## src/rtl/uart_rx.sv

```systemverilog
// uart_rx: 8N1 UART receiver (8E1 when UART_RX_PARITY_EN is defined).
// Recovers LSB-first bytes from an asynchronous serial line and hands them
// to downstream logic through a single valid/ready holding register.
//
// Ports:
//   clk         system clock
//   reset       synchronous, active-high reset
//   rx          asynchronous serial input, idle high
//   data        received byte, stable while data_valid=1
//   data_valid  holding register full
//   data_ready  consumer accepts the byte when data_valid & data_ready
//   frame_err   one-cycle pulse: stop bit sampled low
//   overrun     one-cycle pulse: byte completed while holding register full
//   parity_err  one-cycle pulse: even-parity mismatch (0 without the macro)
//
// Optional feature macro: UART_RX_PARITY_EN (adds an even-parity bit).
module uart_rx #(
    parameter int unsigned CLKS_PER_BIT = 868,
    parameter int unsigned CNT_W        = 10
) (
    input  logic       clk,
    input  logic       reset,
    input  logic       rx,
    output logic [7:0] data,
    output logic       data_valid,
    input  logic       data_ready,
    output logic       frame_err,
    output logic       overrun,
    output logic       parity_err
);

    localparam logic [2:0] ST_IDLE   = 3'd0;
    localparam logic [2:0] ST_START  = 3'd1;
    localparam logic [2:0] ST_DATA   = 3'd2;
`ifdef UART_RX_PARITY_EN
    localparam logic [2:0] ST_PARITY = 3'd3;
`endif
    localparam logic [2:0] ST_STOP   = 3'd4;
    localparam logic [2:0] ST_BREAK  = 3'd5;

    localparam logic [CNT_W-1:0] CNT_HALF = CNT_W'(CLKS_PER_BIT / 2 - 1);
    localparam logic [CNT_W-1:0] CNT_FULL = CNT_W'(CLKS_PER_BIT - 1);

    logic             rx_q1;
    logic             rx_s;
    logic [2:0]       state;
    logic [2:0]       state_nxt;
    logic [CNT_W-1:0] cnt;
    logic [CNT_W-1:0] cnt_nxt;
    logic [2:0]       idx;
    logic [2:0]       idx_nxt;
    logic [7:0]       shift;
    logic [7:0]       shift_nxt;
    logic             byte_done;
    logic             byte_done_nxt;
    logic             frame_err_nxt;
`ifdef UART_RX_PARITY_EN
    logic             parity_bad;
    logic             parity_bad_nxt;
    logic             parity_err_nxt;
`endif

    // Next-state and bit-timing logic.
    always_comb begin
        state_nxt     = state;
        cnt_nxt       = cnt;
        idx_nxt       = idx;
        shift_nxt     = shift;
        byte_done_nxt = 1'b0;
        frame_err_nxt = 1'b0;
`ifdef UART_RX_PARITY_EN
        parity_bad_nxt = parity_bad;
        parity_err_nxt = 1'b0;
`endif
        case (state)
            ST_IDLE: begin
                cnt_nxt = '0;
                idx_nxt = '0;
`ifdef UART_RX_PARITY_EN
                parity_bad_nxt = 1'b0;
`endif
                if (!rx_s) begin
                    state_nxt = ST_START;
                end
            end
            ST_START: begin
                // Re-check the line at mid start bit to reject glitches.
                if (cnt == CNT_HALF) begin
                    cnt_nxt   = '0;
                    state_nxt = rx_s ? ST_IDLE : ST_DATA;
                end else begin
                    cnt_nxt = cnt + CNT_W'(1);
                end
            end
            ST_DATA: begin
                if (cnt == CNT_FULL) begin
                    cnt_nxt        = '0;
                    shift_nxt[idx] = rx_s;
                    if (idx == 3'd7) begin
                        idx_nxt = '0;
`ifdef UART_RX_PARITY_EN
                        state_nxt = ST_PARITY;
`else
                        state_nxt = ST_STOP;
`endif
                    end else begin
                        idx_nxt = idx + 3'd1;
                    end
                end else begin
                    cnt_nxt = cnt + CNT_W'(1);
                end
            end
`ifdef UART_RX_PARITY_EN
            ST_PARITY: begin
                if (cnt == CNT_FULL) begin
                    cnt_nxt   = '0;
                    state_nxt = ST_STOP;
                    if ((^shift) != rx_s) begin
                        parity_err_nxt = 1'b1;
                        parity_bad_nxt = 1'b1;
                    end
                end else begin
                    cnt_nxt = cnt + CNT_W'(1);
                end
            end
`endif
            ST_STOP: begin
                if (cnt == CNT_FULL) begin
                    cnt_nxt = '0;
                    if (rx_s) begin
                        state_nxt = ST_IDLE;
`ifdef UART_RX_PARITY_EN
                        byte_done_nxt = !parity_bad;
`else
                        byte_done_nxt = 1'b1;
`endif
                    end else begin
                        frame_err_nxt = 1'b1;
                        state_nxt     = ST_BREAK;
                    end
                end else begin
                    cnt_nxt = cnt + CNT_W'(1);
                end
            end
            ST_BREAK: begin
                // Wait out a held-low line so it reports a single error.
                if (rx_s) begin
                    state_nxt = ST_IDLE;
                end
            end
            default: begin
                state_nxt = ST_IDLE;
            end
        endcase
    end

    // Synchronizer, FSM registers and holding register.
    always_ff @(posedge clk) begin
        if (reset) begin
            rx_q1      <= 1'b1;
            rx_s       <= 1'b1;
            state      <= ST_IDLE;
            cnt        <= '0;
            idx        <= '0;
            shift      <= '0;
            byte_done  <= 1'b0;
            frame_err  <= 1'b0;
            overrun    <= 1'b0;
            data       <= 8'h00;
            data_valid <= 1'b0;
        end else begin
            rx_q1     <= rx;
            rx_s      <= rx_q1;
            state     <= state_nxt;
            cnt       <= cnt_nxt;
            idx       <= idx_nxt;
            shift     <= shift_nxt;
            byte_done <= byte_done_nxt;
            frame_err <= frame_err_nxt;
            overrun   <= 1'b0;
            if (byte_done) begin
                // A same-cycle accept frees the register for the new byte.
                if (!data_valid || data_ready) begin
                    data       <= shift;
                    data_valid <= 1'b1;
                end else begin
                    overrun <= 1'b1;
                end
            end else if (data_valid && data_ready) begin
                data_valid <= 1'b0;
            end
        end
    end

`ifdef UART_RX_PARITY_EN
    // Parity error pulse and per-frame discard flag.
    always_ff @(posedge clk) begin
        if (reset) begin
            parity_err <= 1'b0;
            parity_bad <= 1'b0;
        end else begin
            parity_err <= parity_err_nxt;
            parity_bad <= parity_bad_nxt;
        end
    end
`else
    assign parity_err = 1'b0;
`endif

endmodule

```

## config.mk

```make
export PLATFORM = sky130hd
export DESIGN_NAME = uart_rx
export DESIGN_NICKNAME = d
export VERILOG_FILES = /design/src/rtl/uart_rx.sv
export SDC_FILE = /design/constraint.sdc
export NUM_CORES = 1
export LEC_CHECK = 0
export CAP_MARGIN = 20
export CORE_ASPECT_RATIO = 0.75
export CORE_MARGIN = 4
export CORE_UTILIZATION = 58
export DETAILED_ROUTE_END_ITERATION = 8
export PLACE_DENSITY = 0.89
export SLEW_MARGIN = 20
export SYNTH_ARGS = -nofsm -noshare
export SYNTH_HDL_FRONTEND = slang
export SYNTH_SLANG_ARGS = --single-unit
```

## constraint.sdc

```tcl
create_clock -name clk -period 6.15 [get_ports clk]
set_clock_uncertainty 0.2 [all_clocks]
set_input_delay 0.9225 -clock clk [delete_from_list [all_inputs] [get_ports clk]]
set_output_delay 0.9225 -clock clk [all_outputs]
set_load 0.01 [all_outputs]
```

**Word-level counts from Yosys, hierarchy flattened**

Index checks and enable logic that the tools add are counted.

- Output and inout bits: 12
- Word-level logic and storage cells: 72
- Bits of input ports: 4
- Register bits after elaboration: 38

- Eq/ne operators: 14
- Reductions and logical operators: 16
- Bitwise logic cells: 3
- $lt $le $gt $ge: 2
- $add $sub $neg: 2
- Mux-type cells: 24

Operators by type and width:

| operator | number |
|---|---|
| $pmux 10 s3 | 1 |
| $mux 3 | 9 |
| $mux 10 | 2 |
| $pmux 3 s5 | 1 |
| $ne 2x2->1 const B | 6 |
| $add 10x1->10 const B | 1 |
| $eq 10x10->1 const B | 1 |
| $eq 10x9->1 const B | 1 |
| $eq 3x3->1 const B | 3 |
| $bwmux 8 | 1 |
| $reduce_and 2->1 | 4 |
| $mux 1 | 7 |
| $pmux 3 s2 | 1 |
| $reduce_and 6->1 | 1 |
| $lt 3x4->1 const B | 1 |
| $reduce_bool 2->1 | 2 |
| $reduce_or 2->1 | 2 |
| $add 3x1->3 const B | 1 |
| $demux 1 s3 | 1 |
| $eq 3x1->1 const B | 1 |
| $eq 3x2->1 const B | 1 |
| $ge 3x1->1 const B | 1 |
| $logic_not 3->1 | 1 |
| $not 1->1 | 3 |
| other kinds (7) | 8 |

**Logic depth before layout (Yosys ltp)**

Gate-level depths: netlist of run 1.

- Word-level depth: 5
- Gate-level depth with buffers: 8

**Worst setup path after synthesis of run 1**

OpenSTA, ideal clock, no wires.

- Path kind: flip-flop to flip-flop
- From: register cnt[0]
- To: register state[1]
- Arrival: 2.070 ns
- Cell stages (with the launch flop): 8
- Library setup time: 0.070 ns
- Path slack: 3.810 ns
- Path buffers: 1
- Cell sequence: dfxtp_1 ha_1 or4bb_1 o31a_2 a21o_1 buf_6 or4_1 a21oi_1

- Word-level cells in the longest chain between the ends: 3
- Elaborated cells between the ends (all ways): 6
- Classes of those cells: eq/ne (5); reduce/logical (1)

RTL lines:

| what | line | RTL |
|---|---|---|
| start, declared | 48 | `logic [CNT_W-1:0] cnt;` |
| start signal, assigned | 175 | `cnt <= cnt_nxt;` |
| $eq 10x10->1 / $eq 10x9->1 (equally long branches) | 96, 128, 88 |  |
| $ne 2x2->1 (no source line) | - |  |
| $reduce_and 6->1 (no source line) * | - |  |
| end signal, assigned | 174 | `state <= state_nxt;` |
| end, declared | 46 | `logic [2:0] state;` |

Mark *: on every way between the ends. The rest lies on a longest branch, timed or not.
A chain may end at the register's enable or synchronous reset.

**Worst setup path after layout of run 1**

- From: input port data_ready
- To: register data[2]

- Word-level cells in the longest chain between the ends: 2

RTL lines:

| what | line | RTL |
|---|---|---|
| start, declared | 26 | `input logic data_ready,` |
| $logic_or 1x1->1 | 183 | `if (!data_valid \|\| data_ready) begin` |
| $reduce_and 2->1 (no source line) | - |  |
| end signal, assigned | 184 | `data <= shift;` |
| end, declared | 24 | `output logic [7:0] data,` |

No other way between the ends.

==> impl_metrics.csv, run 1 <==
group,metric,value,unit
grt,grt_pass1_vias,1322,
critical_path,reg2reg_from,"cnt[0]",
floorplan,die_area,4000,sq um
critical_path,ff2ff_setup_slack,3640,ps
timing,holdWs,206.8,ps
route,vias,1446,
cells_and_area,fill_cells,220,
synth,synthTopCellsByArea,"dfxtp_1 43%, mux2i_1 9.1%, nor2_1 7.4%, a31oi_1 2.8%, ha_1 2.8%",
timing,slew_violations,0,
cells_and_area,antenna_cells,0,
synth,post-synth-top-area-fraction,0.4309,
timing,rsz0062_at_grt,"false",
placement,dpl_cell_area,1901,sq um
clock_tree,cts_hold_buffers,0,
critical_path,crit_start,"data_ready",
placement,gp_congestion,0.9421,
clock_tree,cts_buffers,5,
route,detail_route.iter0.violations,116,
cells_and_area,design_area,1991,sq um
floorplan,die_h,55.78,um
floorplan,num_rows,17,
critical_path,crit_chain,"clkdlybuf4s50_1 > o21ai_1 > mux2i_1 > nor2_1",
critical_path,crit_path_max_fanout,8,
synth,synthFlopType,"dfxtp_1",
timing,slew_headroom,0.3193,
grt,grt_max_degree,37,
floorplan,die_w,71.71,um
synth,synth_top_cell_by_area,"dfxtp_1",
clock_tree,root_buffer,"clkbuf_8",
placement,port-buffer-count,14,
route,drt.antenna.violating_nets,0,
timing,worst_pin_slew,1014,ps
critical_path,start_kind,"primary input",
synth,synthesis.nets,202,
floorplan,ios,16,
timing,post-route-min-period,2557,ps
min_path,min_path_type,"reg -> reg",
critical_path,critPathArrivalTime,2500,ps
timing,period_share,0.4157,
floorplan,core,2935,sq um
timing,hold_viol,0,
clock_tree,cts_sinks,38,
pwr,power,440.9,uW
route,wl,3622,um
critical_path,critPathKind,"in -> reg",
route,first_pass_iters,4,
clock_tree,cts.htree.levels,2,
critical_path,r2r-end,"state[1]",
critical_path,cp.required,6100,ps
placement,dp_hpwl,2545,um
job,drv_cap,0,
route,vias_per_cell,5.951,
cells_and_area,nets,212,
synth,synthesis.area,1765,sq um
grt,antenna_found_initial,0,
synth,yosysWarnings,0,
critical_path,reg2regPathDepth,6,
cells_and_area,syn_to_final_growth,12.76,%
clock_tree,insertion_delay,290,ps
critical_path,slowest_stage,"o21ai_1",
outcome,status,"finished, final reports clean",
clock_tree,path_clk_slew,70,ps
critical_path,endpoint_kind,"flop",
clock_tree,postCtsSetupBuffers,0,
timing,fin_tns_setup,0,ps
cells_and_area,fin_util,0.6782,
timing,setup_viol,0,
route,wl_per_cell,14.91,um
critical_path,max_stage_delay,790,ps
pwr,leakage,0.0007976,uW
clock_tree,cts_tree,"done",
clock_tree,cts_buffer_depth,2,
grt,grt-ovfl-total,0,
cells_and_area,layout-drive-gt1-share,0.1122,
synth,synthCells,194,
clock_tree,cts_resized,0,
grt,grt_first_pass_wirelength,6044,um
synth,synth_edf_count,0,
synth,synthDistinctLibCells,49,
pwr,powerDensity,221.5,nW/um^2
synth,ys_seq_area_frac,0.4309,
timing,fmax,391.1,MHz
synth,async_flop_share,0,
route,drcViolationCount,0,
synth,postSynthAreaPerCell,9.100,sq um
critical_path,endpoint,"data[2]",
grt,grt_usage,0.1894,
pwr,peakVddDrop,0.0001540,V
floorplan,start_util,0.6014,
synth,synth-seq-cells,38,
[state kept, by name, indices dropped and copies added (netlist names)]
register	count
overrun	1
idx	3
data_valid	1
rx_s	1
rx_q1	1
frame_err	1
cnt	10
data	8
shift	8
byte_done	1
state	3
[layout make-up]
type / count / area, sq um / area share
Clock inverter: 2 / 12.51 / 0.006285
Multi-Input combinational cell: 136 / 914.6 / 0.4595
Inverter: 8 / 30.03 / 0.01508
Tap cell: 38 / 47.55 / 0.02388
Timing Repair Buffer: 15 / 142.6 / 0.07165
Sequential cell: 38 / 760.7 / 0.3821
Clock buffer: 6 / 82.58 / 0.04148
[kinds of logic after synthesis]
group           Yosys count  synth area share
compound gates           32            0.1219
xor+xnor                  3           0.01489
fa+ha+maj                 5           0.03402
buf+inv                  20           0.05102
flops                    38            0.4309
mux                      16           0.09071
other cells               1          0.002124
simple gates             79            0.2544
[placed cells by master (no fill, tap or decap), types with 4 or more instances in the layout]
| cell type | netlist | layout |
|---|---|---|
| mux2i_1 | 16 | 16 |
| a21oi_1 | 6 | 6 |
| dfxtp_1 | 38 | 38 |
| ha_1 | 4 | 4 |
| nand2_1 | 6 | 6 |
| or3_1 | 6 | 6 |
| nor2_1 | 35 | 35 |
| or2_2 | 4 | 4 |
| a31oi_1 | 8 | 8 |
| o21ai_0 | 4 | 4 |
| inv_1 | 8 | 8 |
| clkdlybuf4s50_1 | 0 | 13 |
| clkbuf_8 | 0 | 6 |
| nand3_1 | 4 | 4 |
[worst min-delay path by stage]
stage	from	cells after the start	to	slack [ps]
after floorplan	rx_q1	1	rx_s	190
after global placement	rx_q1	1	rx_s	200
after detailed placement	rx_q1	1	rx_s	200
after CTS	rx_q1	1	rx_s	210
after global routing	rx_q1	1	rx_s	220
final	rx_q1	1	rx_s	210
[cell usage after synthesis, types with 2 or more instances]
cell      number
nand3_1        4
nand4_1        3
and3_1         2
clkbuf_1       9
nor2_1        35
nor4_1         2
ha_1           4
a22oi_1        3
xnor2_1        2
or3_1          6
o21ai_0        4
mux2i_1       16
nand4b_1       3
buf_4          2
inv_1          8
a21oi_1        6
or2_2          4
nand2_1        6
dfxtp_1       38
a31oi_1        8
[worst max-delay path, delay by kind of cell]
family          cells  cell delay (ps)
compound gates      1              790
mux                 1              300
buf+inv             1              420
simple gates        1               70
[power by group]
| group | internal, uW | switching [uW] | total (uW) |
|---|---|---|---|
| Sequential | 247 | 2.56 | 250 |
| Clock | 90.0 | 85.4 | 175 |
| Combinational | 5.86 | 9.74 | 15.6 |
[per-stage QoR]
step                      cells  setup WS, ps
final                       243          3593
after CTS                   243          3229
after global placement      235          3025
after detailed placement    235          2926
after global routing        243          3516
after floorplan             194          3810
[metal layers]
layer,vias up,track usage,part of all wire
li1,710,-,-
met1,684,0.2598,0.47
met2,47,0.2801,0.45
met3,5,0.05596,0.059
met4,0,0.06971,0.011
met5,-,0,0
(Power assumes the default switching activity.)
==> inputs of run 2 (changes only) <==
CORE_UTILIZATION = 50   (was 58)
PLACE_DENSITY = 0.83   (was 0.89)
clock period = 2.2 ns   (was 6.15 ns; I/O delays follow)
==> impl_metrics.csv, run 2 (same netlist as run 1, synthesis figures left out) <==
group,metric,value,unit
timing,slew_headroom,0.6018,
outcome,status,"finished with violations",
cells_and_area,syn_to_final_growth,27.78,%
clock_tree,path_clk_slew,70,ps
cells_and_area,stdcell_count,269,
clock_tree,postCtsSetupBuffers,0,
timing,fin_tns_setup,-55.13,ps
critical_path,ff2ff_setup_slack,-30,ps
clock_tree,insertion_delay,290,ps
clock_tree,cts_hold_buffers,0,
clock_tree,cts_buffer_depth,2,
grt,grt_first_pass_wirelength,6492,um
floorplan,core,3333,sq um
timing,setup_ws,-34.77,ps
critical_path,start_kind,"flop",
placement,dp_hpwl,2812,um
grt,grt_max_degree,17,
critical_path,cp.required,2230,ps
cells_and_area,multi_input_area,989.7,sq um
outcome,violations,"setup timing",
placement,dpl_cell_area,2093,sq um
floorplan,die_h,59.46,um
cells_and_area,antenna_cells,0,
timing,rsz0062_at_grt,"true",
clock_tree,cts_buffers,5,
cells_and_area,largest_reg_flops,10,
timing,slew_violations,0,
critical_path,max_stage_delay,460,ps
floorplan,start_util,0.5297,
timing,period_share,1.016,
critical_path,critPathTopFamily,"simple AND/OR/NAND/NOR gates",
route,detail_route.iter0.violations,205,
cells_and_area,layout_common_cells,"35 x dfxtp_1, 34 x nor2_1, 24 x buf_4, 16 x mux2i_1, 14 x clkdlybuf4s50_1",
timing,worst_pin_slew,582.3,ps
critical_path,crit_path_max_fanout,4,
critical_path,worst-path-buf-inv,1,
cells_and_area,regMostFlops,"cnt",
route,wl_per_cell,16.09,um
pwr,peakVddDrop,0.0004307,V
clock_tree,root_buffer,"clkbuf_8",
grt,grt_usage,0.1807,
critical_path,slowest_stage,"or4_1",
min_path,min_path_type,"reg -> reg",
clock_tree,cts_sinks,38,
route,wl,4328,um
cells_and_area,top_regs,"cnt: 10 flops, data: 8 flops, shift: 8 flops",
route,vias,1597,
cells_and_area,regArea,764.5,sq um
cells_and_area,design_area,2256,sq um
placement,gp_congestion,0.8850,
route,drcViolationCount,0,
timing,setup_viol,2,
pwr,leakage,0.0009343,uW
cells_and_area,nets,237,
clock_tree,cts.htree.levels,2,
placement,port-buffer-count,14,
clock_tree,cts_tree,"done",
grt,grt-ovfl-total,0,
cells_and_area,layout-drive-gt1-share,0.2664,
cells_and_area,final_common_cell,"dfxtp_1",
pwr,powerDensity,540.9,nW/um^2
route,first_pass_iters,4,
grt,antenna_found_initial,0,
floorplan,ios,16,
critical_path,crit_chain,"inv_2 > ha_4 > or4bb_1 > o31a_2 > a21o_1 > or4_1 > a21oi_1",
timing,fmax,447.5,MHz
floorplan,die_area,4556,sq um
timing,post-route-min-period,2235,ps
cells_and_area,fill_cells,255,
route,drt.antenna.violating_nets,0,
critical_path,critPathArrivalTime,2260,ps
route,vias_per_cell,5.937,
critical_path,endpoint_kind,"flop",
timing,hold_viol,0,
floorplan,die_w,76.62,um
placement,dp_cells,262,
floorplan,num_rows,18,
placement,place_ws,-52.92,ps
grt,grt_pass1_vias,1432,
pwr,power,1220,uW
critical_path,critPathKind,"reg -> reg",
job,drv_cap,0,
## run 2: changes by cell type in the layout (fill, tap and decap cells not counted), moves of 3 or more
cell     delta
dfxtp_2     +3
buf_4      +23
dfxtp_1     -3
a22oi_1     -3
a22oi_2     +3
## run 2: timing repair
action,CTS,global route
gates resized for setup,1,18
setup endpoints to repair,2,14
pin swaps,1,7
## run 2: final cells by class
type,count,area share
inverter,8,0.01331
tap,40,0.02219
timing repair buffer,40,0.1520
sequential,38,0.3389
clock inverter,2,0.004437
multi-input combinational,136,0.4387
clock buffer,5,0.03050
## run 2: final timing paths
check	endpoint	start	cells past startpoint
setup / recovery	state[1]	cnt[1]	7
hold / removal	rx_s	rx_q1	1
setup reg to reg	state[1]	cnt[1]	7
hold reg to reg	rx_s	rx_q1	1
## run 2: through the flow
stage                     hold WS (ps)    util
after floorplan                  189.5       -
after global placement           194.8  0.6280
after detailed placement         197.2  0.6280
after CTS                        213.5  0.6520
after global routing             237.0  0.6768
final                            210.1  0.6768
## run 2: report_power, final
group | switching [uW] | internal, uW | total [uW]
Clock | 237 | 213 | 450
Sequential | 5.69 | 692 | 698
Combinational | 39.2 | 33.4 | 72.6
## run 2: layer usage
layer,part of all wire,track usage,vias up
met5,0,0,-
met4,0.020,0.06977,0
met3,0.094,0.05015,13
met2,0.45,0.2816,86
met1,0.44,0.2409,743
li1,-,-,755
==> inputs of run 3 (changes only) <==
CTS_CLUSTER_SIZE = 20   (was default)
==> results of run 3 <==
No change in the layout: final DEF, timing and power equal those of run 2.
